### config.mk
export PLATFORM = sky130hd
export DESIGN_NAME = pipe_buffer_elastic
export DESIGN_NICKNAME = d
export VERILOG_FILES = /design/src/rtl/pipe_buffer_elastic.sv
export SDC_FILE = /design/constraint.sdc
export NUM_CORES = 1
export LEC_CHECK = 0
export CAP_MARGIN = 20
export CORE_UTILIZATION = 41
export DETAILED_ROUTE_END_ITERATION = 8
export PLACE_DENSITY = 0.75
export SLEW_MARGIN = 20
export SYNTH_ARGS = -nofsm -noshare
export SYNTH_HDL_FRONTEND = slang
export SYNTH_SLANG_ARGS = --single-unit
export TNS_END_PERCENT = 50
### constraint.sdc
create_clock -name clock -period 1.4 [get_ports clock]
set_input_delay 0.28 -clock clock [delete_from_list [all_inputs] [get_ports clock]]
set_output_delay 0.28 -clock clock [all_outputs]
set_load 0.02 [all_outputs]
### src/rtl/pipe_buffer_elastic.sv
// pipe_buffer_elastic
//
// Elastic register chain placed between CPU pipeline stages. Payloads move
// from stage 0 (youngest) towards stage STAGES-1 (oldest, drives the output)
// under a valid/ready handshake. Empty stages never block: a payload keeps
// sliding forward into any empty slot ahead of it. Each stage can be flushed
// individually, and a global hold freezes the whole chain.
//
// Parameters:
//   N              payload width in bits (1..128)
//   STAGES         number of register stages (1..8)
//   CLEAR_ON_FLUSH 1: flushed/bubble stages carry all-zero data (decodes as NOP)
//                  0: only the valid bit is cleared, data is left as-is
//
// Ports:
//   clock       rising-edge clock
//   reset       asynchronous active-low reset, clears all state while low
//   in_valid    upstream offers in_data
//   in_data     upstream payload
//   in_ready    chain accepts in_data this cycle
//   out_valid   oldest stage holds a payload (masked by hold)
//   out_data    payload of the oldest stage (not masked)
//   out_ready   downstream consumes out_data this cycle
//   hold        freeze every stage; flush still applies
//   flush_mask  bit i invalidates stage i at this edge
//   occupancy   number of valid stages (registered)

module pipe_buffer_elastic #(
  parameter int N              = 16,
  parameter int STAGES         = 2,
  parameter int CLEAR_ON_FLUSH = 1
) (
  input  logic                             clock,
  input  logic                             reset,
  input  logic                             in_valid,
  input  logic [N-1:0]                     in_data,
  output logic                             in_ready,
  output logic                             out_valid,
  output logic [N-1:0]                     out_data,
  input  logic                             out_ready,
  input  logic                             hold,
  input  logic [STAGES-1:0]                flush_mask,
  output logic [$clog2(STAGES+1)-1:0]      occupancy
);

  localparam int OCC_W = $clog2(STAGES + 1);

  // Stage state
  logic [STAGES-1:0] valid_q;
  logic [STAGES-1:0] valid_d;
  logic [N-1:0]      data_q [STAGES];
  logic [N-1:0]      data_d [STAGES];
  logic [OCC_W-1:0]  occ_q;
  logic [OCC_W-1:0]  occ_d;

  // adv[i]: the content of stage i moves on at this edge (to i+1, or out).
  // load[i]: stage i takes whatever its source presents at this edge.
  logic [STAGES-1:0] adv;
  logic [STAGES-1:0] load;

  // Advance chain, resolved from the oldest stage back to the youngest so a
  // ready at the output ripples through every full stage in one cycle.
  always_comb begin
    adv = '0;
    adv[STAGES-1] = out_ready & ~hold;
    for (int i = STAGES - 2; i >= 0; i--) begin
      adv[i] = ~hold & (~valid_q[i+1] | adv[i+1]);
    end
  end

  genvar gi;
  generate
    for (gi = 0; gi < STAGES; gi++) begin : g_stage
      logic         src_valid;
      logic [N-1:0] src_data;
      logic         v_d;
      logic [N-1:0] d_d;

      // A stage takes new content when it is empty or its content moves on.
      assign load[gi] = ~hold & (~valid_q[gi] | adv[gi]);

      if (gi == 0) begin : g_head
        assign src_valid = in_valid;
        assign src_data  = in_data;
      end else begin : g_body
        assign src_valid = valid_q[gi-1];
        assign src_data  = data_q[gi-1];
      end

      always_comb begin
        v_d = valid_q[gi];
        d_d = data_q[gi];
        if (load[gi]) begin
          v_d = src_valid;
          if (src_valid) begin
            d_d = src_data;
          end else if (CLEAR_ON_FLUSH != 0) begin
            // Bubbles carry zero data so they always decode as a NOP.
            d_d = '0;
          end
        end
        // Flush wins over any load into this stage, and over hold. A payload
        // leaving this stage is unaffected: its destination's bit decides.
        if (flush_mask[gi]) begin
          v_d = 1'b0;
          if (CLEAR_ON_FLUSH != 0) begin
            d_d = '0;
          end
        end
      end

      assign valid_d[gi] = v_d;
      assign data_d[gi]  = d_d;
    end
  endgenerate

  // Occupancy is computed from the next valid vector so it is registered in
  // step with valid_q.
  always_comb begin
    occ_d = '0;
    for (int i = 0; i < STAGES; i++) begin
      occ_d = occ_d + OCC_W'(valid_d[i]);
    end
  end

  always_ff @(posedge clock or negedge reset) begin
    if (!reset) begin
      valid_q <= '0;
      occ_q   <= '0;
      for (int i = 0; i < STAGES; i++) begin
        data_q[i] <= '0;
      end
    end else begin
      valid_q <= valid_d;
      occ_q   <= occ_d;
      for (int i = 0; i < STAGES; i++) begin
        data_q[i] <= data_d[i];
      end
    end
  end

  // in_ready is forced low while reset is held so nothing is offered as
  // accepted during reset; it rises as soon as reset releases.
  assign in_ready  = reset & load[0];
  assign out_valid = valid_q[STAGES-1] & ~hold;
  assign out_data  = data_q[STAGES-1];
  assign occupancy = occ_q;

endmodule

==> results by group, run 1 <==
Setup path
  – Crit path required time: 1120 ps
  – Critical path class: reg2out
  – Worst path slowest cell: dfrtp_1
  – Crit path from: valid_q[1]
  – Critical Path AT: 1280 ps
  – Slowest stage delay, CP: 400 ps
  – Worst r2r src: valid_q[1]
  – Critical path cell sequence: and3b_4, nor3b_2, buf_4
  – Worst Path Max Fanout: 2
  – CP endpoint kind: output pin
  – Worst setup SP type: flop

STA
  – RSZ-0062 raised after global routing: true
  – Setup TNS: -2390 ps
  – Min Clock Period, post-route: 1560 ps
  – Worst Hold Slack: 505 ps
  – Final worst-path cycle share: 111%
  – Final setup vio count: 35
  – Maximum clock frequency: 643 MHz
  – Max-slew violation count: 0
  – Worst-Margin Slew: 435 ps
  – Final hold vios: 0
  – Final WS setup: -156 ps
  – Setup Skew: 4.93 ps
  – Slew headroom: 71.0%

Clock network
  – Max clock buf depth: 2
  – Num CTS Buffers: 5
  – Clock latency on the worst-skew pair: 330 ps
  – Worst-path clk slew: 90 ps
  – TritonCTS clock tree: done
  – Clock Sinks: 36
  – Root Buffer: clkbuf_4
  – H-tree levels: 2

Min path
  – HP Start: out_data[15]
  – Hold WC Path Type: reg2reg

Layout
  – Commonest non-fill, non-tap cell in the layout: dfrtp_1
  – Utilization after layout: 63.9%
  – Antenna cells: 0
  – Filler cells: 256
  – Commonest non-fill, non-tap cells in the layout: dfrtp_1, a22o_1, clkdlybuf4s50_1, dlygate4sd2_1, buf_4
  – Share of cells above drive strength 1: 24.0%
  – Nets: 170
  – Layout area overhead: 44.4%

Pwr
  – Switching share of power: 23.3%
  – Overall Power: 1780 uW
  – Comb power frac: 11.9%
  – Pwr dens: 891 mW/mm^2
  – Internal: 1370 uW
  – Clock share of power: 27.7%
  – Reg power frac: 60.4%
  – Worst VDD drop: 0.000580 V
  – LEAKAGE: 0.00103 uW
  – Net load switching power: 414 uW

Place
  – Hpwl dp: 1950 um
  – Worst slack, placed: -671 ps
  – IO Port Bufs: 42
  – GP Congestion: 0.846

Yosys
  – Post-Syn Nets: 111
  – Yosys top cell by area: dfrtp_1
  – Yosys reg bits: 36
  – Syn Area/Cell: 15.9 sq um
  – Area of the mapped netlist: 0.00138 sq mm
  – Sequential share of the synthesized area: 65.1%
  – Synth warnings: 0
  – Synth area leaders: dfrtp_1, a22o_1, a22o_2
  – Top cell type's share of synthesized area: 65.1%
  – Count of cell types in the netlist: 19
  – Gate Count Post-Synth: 87

Detailed routing
  – Vias per cell: 5.20
  – Via count: 988
  – First-pass detailed-route iteration total: 4
  – Detail Route Antenna Nets: 0
  – WL/cell: 15.7 um
  – Final WL: 2990 um
  – Drt initial violations: 34
  – Detailed-route DRC error count: 0

Floorplan
  – Row cnt: 20
  – Die ar.: 0.00361 sq mm
  – I/O pins: 43
  – Starting density of the core: 44.2%
  – Core area: 0.00313 sq mm
  – Chip height: 60.1 um
  – Width of the chip: 60.1 um

Job
  – Maxcap violations: 0

GRT
  – Antenna violations before repair: 0
  – Largest net degree at the start of global routing: 37
  – First-pass GRT wire length: 4860 um
  – Grt total ovfl: 0
  – Number of global-route vias before repair: 1043
  – GRT Overall Usage: 19.0%

Status
  – Status: finished, violations left
  – Failing checks: negative setup slack
-- routing by layer --
layer	share of wire, %	GRT usage, %
met2	48	30.5
met5	0	0
met1	45	23.9
met4	0.84	4.98
met3	6.3	7.79
-- Yosys cell counts, drive strengths merged --
cell type / number
buf: 6
nor2b: 2
nand2b: 1
o21ba: 2
a21o: 1
nor3b: 1
a22o: 32
dfrtp: 36
nor3: 1
ha: 1
nor4b: 1
and3b: 1
a21oi: 1
o21ai: 1
-- worst paths after layout --
path	to	slack, ps	cells past startpoint
worst max-delay path	in_ready	-160	3
worst min-delay path	out_data[15]	500	1
worst max register to register	occupancy[0]	-100	6
worst min register to register	out_data[15]	500	1
max in group asynchronous	g_stage[1].src_data[10]	540	3
min in group asynchronous	out_data[3]	550	3
-- what timing repair did --
action | in CTS | in global routing
cloned | 0 | 1
hold buffers | 1 | 0
buffers inserted | 2 | 2
setup endpoints to repair | 52 | 36
endpoints found under the hold margin | 4 | 0
gates resized for setup | 34 | 9
pin swaps | 2 | 8
-- through the flow --
step                instance area [sq um]  std cells
finish                               2000        190
global route                         2000        190
CTS                                  1940        187
detailed placement                   1870        177
global placement                     1870        177
floorplan                            1400         87
-- area by class of cell --
cell class	instances	area (sq um)	share of cell area, %
clock buffer	6	41.3	2.07
clock inverter	1	5.00	0.250
multi-input combinational	45	454	22.7
sequential	36	901	45.1
tap	44	55.1	2.76
timing repair buffer	58	542	27.1
-- flip-flops by register name, summed over array words and instances, names as in the netlist --
register	count
occupancy	2
valid_q	2
g_stage.src_data	16
out_data	16
-- cells by family after synthesis --
group	after synthesis	share of synthesized area, %
compound gates	37	23.2
buf+inv	6	3.98
fa+ha+maj	1	0.904
simple gates	7	6.78
flops	36	65.1
-- power groups by stage --
stage                     Sequential [uW]  Combinational [uW]  Clock, uW
after floorplan                      1100                74.7          0
after global placement               1100                 194          0
after detailed placement             1100                 198          0
after CTS                            1080                 204        516
after global routing                 1080                 229        553
final                                1080                 212        494
-- worst max-delay path: cells and delay by family, from the launching register on --
| kind | cells | cell delay (ps) |
|---|---|---|
| AND/OR/NAND/NOR | 2 | 380 |
| flip-flops | 1 | 400 |
| buffers and inverters | 1 | 170 |
No activity file was read; power rests on OpenSTA's default activity.
==> run 2: changes to the inputs <==
--- a/config.mk
+++ b/config.mk
@@ -6,11 +6,11 @@
 export NUM_CORES = 1
 export LEC_CHECK = 0
 export CAP_MARGIN = 20
-export CORE_UTILIZATION = 41
+export CORE_UTILIZATION = 25
 export DETAILED_ROUTE_END_ITERATION = 8
-export PLACE_DENSITY = 0.75
+export SETUP_SLACK_MARGIN = 0.05
 export SLEW_MARGIN = 20
 export SYNTH_ARGS = -nofsm -noshare
 export SYNTH_HDL_FRONTEND = slang
 export SYNTH_SLANG_ARGS = --single-unit
-export TNS_END_PERCENT = 50
+export TNS_END_PERCENT = 20
==> run 2 against run 1 <==
Net effect:
- power increased by 14%
- first-iteration DRC count is 21% lower
- critical path type unchanged
- cell count is 12% higher
- largest cell class unchanged
- sequential power about the same
- design area rose by 3.2%
- die area grew 62%
- wire length is 7.7% higher
- the flow still finishes with violations (negative setup slack)
- sequential share of layout area shrank 1.4 points
==> results by group, run 2 (synthesized netlist as in run 1, its figures left out) <==
Status
  – Status: finished, violations left
  – Failing checks: negative setup slack

GRT
  – First-pass GRT wire length: 5400 um (+11%)
  – Antenna violations before repair: 0 (unchanged)
  – Grt total ovfl: 0 (unchanged)
  – GRT Overall Usage: 12.1% (-6.9 points)
  – Largest net degree at the start of global routing: 37 (unchanged)
  – Number of global-route vias before repair: 1092 (+4.7%)

Pwr
  – LEAKAGE: 0.00104 uW (+1.3%)
  – Worst VDD drop: 0.000575 V (-0.94%)
  – Overall Power: 2030 uW (+14%)
  – Pwr dens: 983 mW/mm^2 (+10%)

Detailed routing
  – Detailed-route DRC error count: 0 (unchanged)
  – Drt initial violations: 27 (-21%)
  – Via count: 1018 (+3.0%)
  – Vias per cell: 4.78 (-8.1%)
  – First-pass detailed-route iteration total: 4 (unchanged)
  – Final WL: 3220 um (+7.7%)
  – WL/cell: 15.1 um (-3.9%)
  – Detail Route Antenna Nets: 0 (unchanged)

Floorplan
  – Starting density of the core: 26.6% (-18 points)
  – Chip height: 76.4 um (+27%)
  – Row cnt: 26 (+30%)
  – Core area: 0.00520 sq mm (+66%)
  – Width of the chip: 76.4 um (+27%)
  – Die ar.: 0.00584 sq mm (+62%)
  – I/O pins: 43 (unchanged)

Setup path
  – Worst setup SP type: flop
  – Crit path required time: 1120 ps (about the same)
  – Slowest stage delay, CP: 390 ps (about the same)
  – Critical path cell sequence: and3b_4, nor3b_2, buf_4
  – CP endpoint kind: output pin
  – Worst r2r path cells: 5 (-1)
  – Worst Path Max Fanout: 2 (unchanged)
  – Worst path slowest cell: dfrtp_1
  – Critical Path AT: 1200 ps (-80 ps)
  – Reg2reg end: occupancy[0]
  – Critical path class: reg2out
  – Buf/Inv on CP: 1 (unchanged)
  – Reg2Reg Setup Slack: -40 ps (+60 ps)
  – Top delay family on crit path: flip-flops
  – Worst r2r src: valid_q[1]

Layout
  – Nets: 166 (-2.4%)
  – Antenna cells: 0 (unchanged)
  – Commonest non-fill, non-tap cell in the layout: dfrtp_1
  – Layout area overhead: 49.0%
  – Commonest non-fill, non-tap cells in the layout: dfrtp_1, a22o_1, dlygate4sd2_1
  – Share of cells above drive strength 1: 22.4% (-1.6 points)

STA
  – Final worst-path cycle share: 106% (-5.3 points)
  – Final hold vios: 0 (unchanged)
  – Worst Hold Slack: 78.4 ps (-426 ps)
  – Slew headroom: 70.7% (-0.34 points)
  – Final setup vio count: 3 (-91%)
  – Final WS setup: -82.2 ps (+73.7 ps)
  – RSZ-0062 raised after global routing: true
  – Min Clock Period, post-route: 1480 ps (-73.7 ps)
  – Maximum clock frequency: 675 MHz (+5.0%)
  – Setup Skew: 6.88 ps (+1.95 ps)
  – Max-slew violation count: 0 (unchanged)
  – Worst-Margin Slew: 440 ps (+5.04 ps)

Place
  – GP Congestion: 0.787 (-6.9%)
  – Hpwl dp: 2160 um (+11%)
  – Worst slack, placed: -747 ps (-76.2 ps)
  – IO Port Bufs: 42 (unchanged)

Clock network
  – Clock latency on the worst-skew pair: 280 ps (-50 ps)
  – Root Buffer: clkbuf_8
  – Num CTS Buffers: 5 (unchanged)
  – Worst-path clk slew: 70 ps (-20 ps)
  – Clock Sinks: 36 (unchanged)
  – Max clock buf depth: 2 (unchanged)
  – H-tree levels: 2 (unchanged)
  – TritonCTS clock tree: done

Min path
  – Hold WC Path Type: in2async

Job
  – Maxcap violations: 0 (unchanged)
run 2: cell types whose count changed in the layout (fill, tap and decap cells not counted), moves of 2 or more:
cell	delta
buf_4	-2
clkbuf_4	-5
clkbuf_8	+6
a22o_2	-2
a22o_4	+2
run 2: power breakdown:
part	internal (uW)	switching [uW]	total, uW
Clock	401	332	733
Combinational	118	97.3	216
Sequential	1060	14.2	1080
run 2: worst reg2reg max path, stage by stage, from the launching register on:
cell and delay [ps]:
dfrtp_1 390, buf_6 120, nor2b_4 130, nor4b_4 310, a21o_1 150, ha_1 230
run 2: how the worst max path moves through the flow:
stage                from            to  slack (ps)  depth (start not counted)
2_1_floorplan  valid_q[1]  occupancy[0]        -100                          5
3_3_place_gp    out_ready      in_ready        -630                          4
3_5_place_dp    out_ready      in_ready        -750                          4
4_1_cts        valid_q[1]      in_ready        -120                          3
5_1_grt        valid_q[1]      in_ready        -120                          3
6_report       valid_q[1]      in_ready         -80                          3
run 2: metrics by stage:
| stage | setup TNS, ps | cells | cell area (sq um) | utilization (%) |
|---|---|---|---|---|
| after global placement | -13960 | 203 | 1910 | 36.6 |
| final | -129 | 213 | 2060 | 39.6 |
| after CTS | -914 | 214 | 2040 | 39.3 |
| after detailed placement | -15560 | 203 | 1910 | 36.6 |
| after floorplan | -96.6 | 87 | 1400 | - |
| after global routing | -975 | 213 | 2060 | 39.6 |
run 2: repair_timing:
action,4_1_cts,5_1_grt
endpoints found under the setup margin,53,25
endpoints found under the hold margin,0,0
hold buffers,0,0
resized for setup,41,5
pin swaps,17,14
buffers inserted,3,0
run 2: layout make-up:
type | count | area, sq um
clock buffer | 8 | 90.1
multi-input combinational | 45 | 469
tap | 70 | 87.6
timing repair buffer | 54 | 514
sequential | 36 | 901
fill | 498 | 3140
run 2: per-layer routing:
| metal | track usage, % | vias to the layer above | part of all wire [%] |
|---|---|---|---|
| met2 | 19.4 | 37 | 48 |
| li1 | - | 447 | - |
| met3 | 4.55 | 10 | 5.2 |
| met4 | 4.62 | 0 | 2.5 |
| met5 | 0 | - | 0 |
| met1 | 14.8 | 524 | 44 |
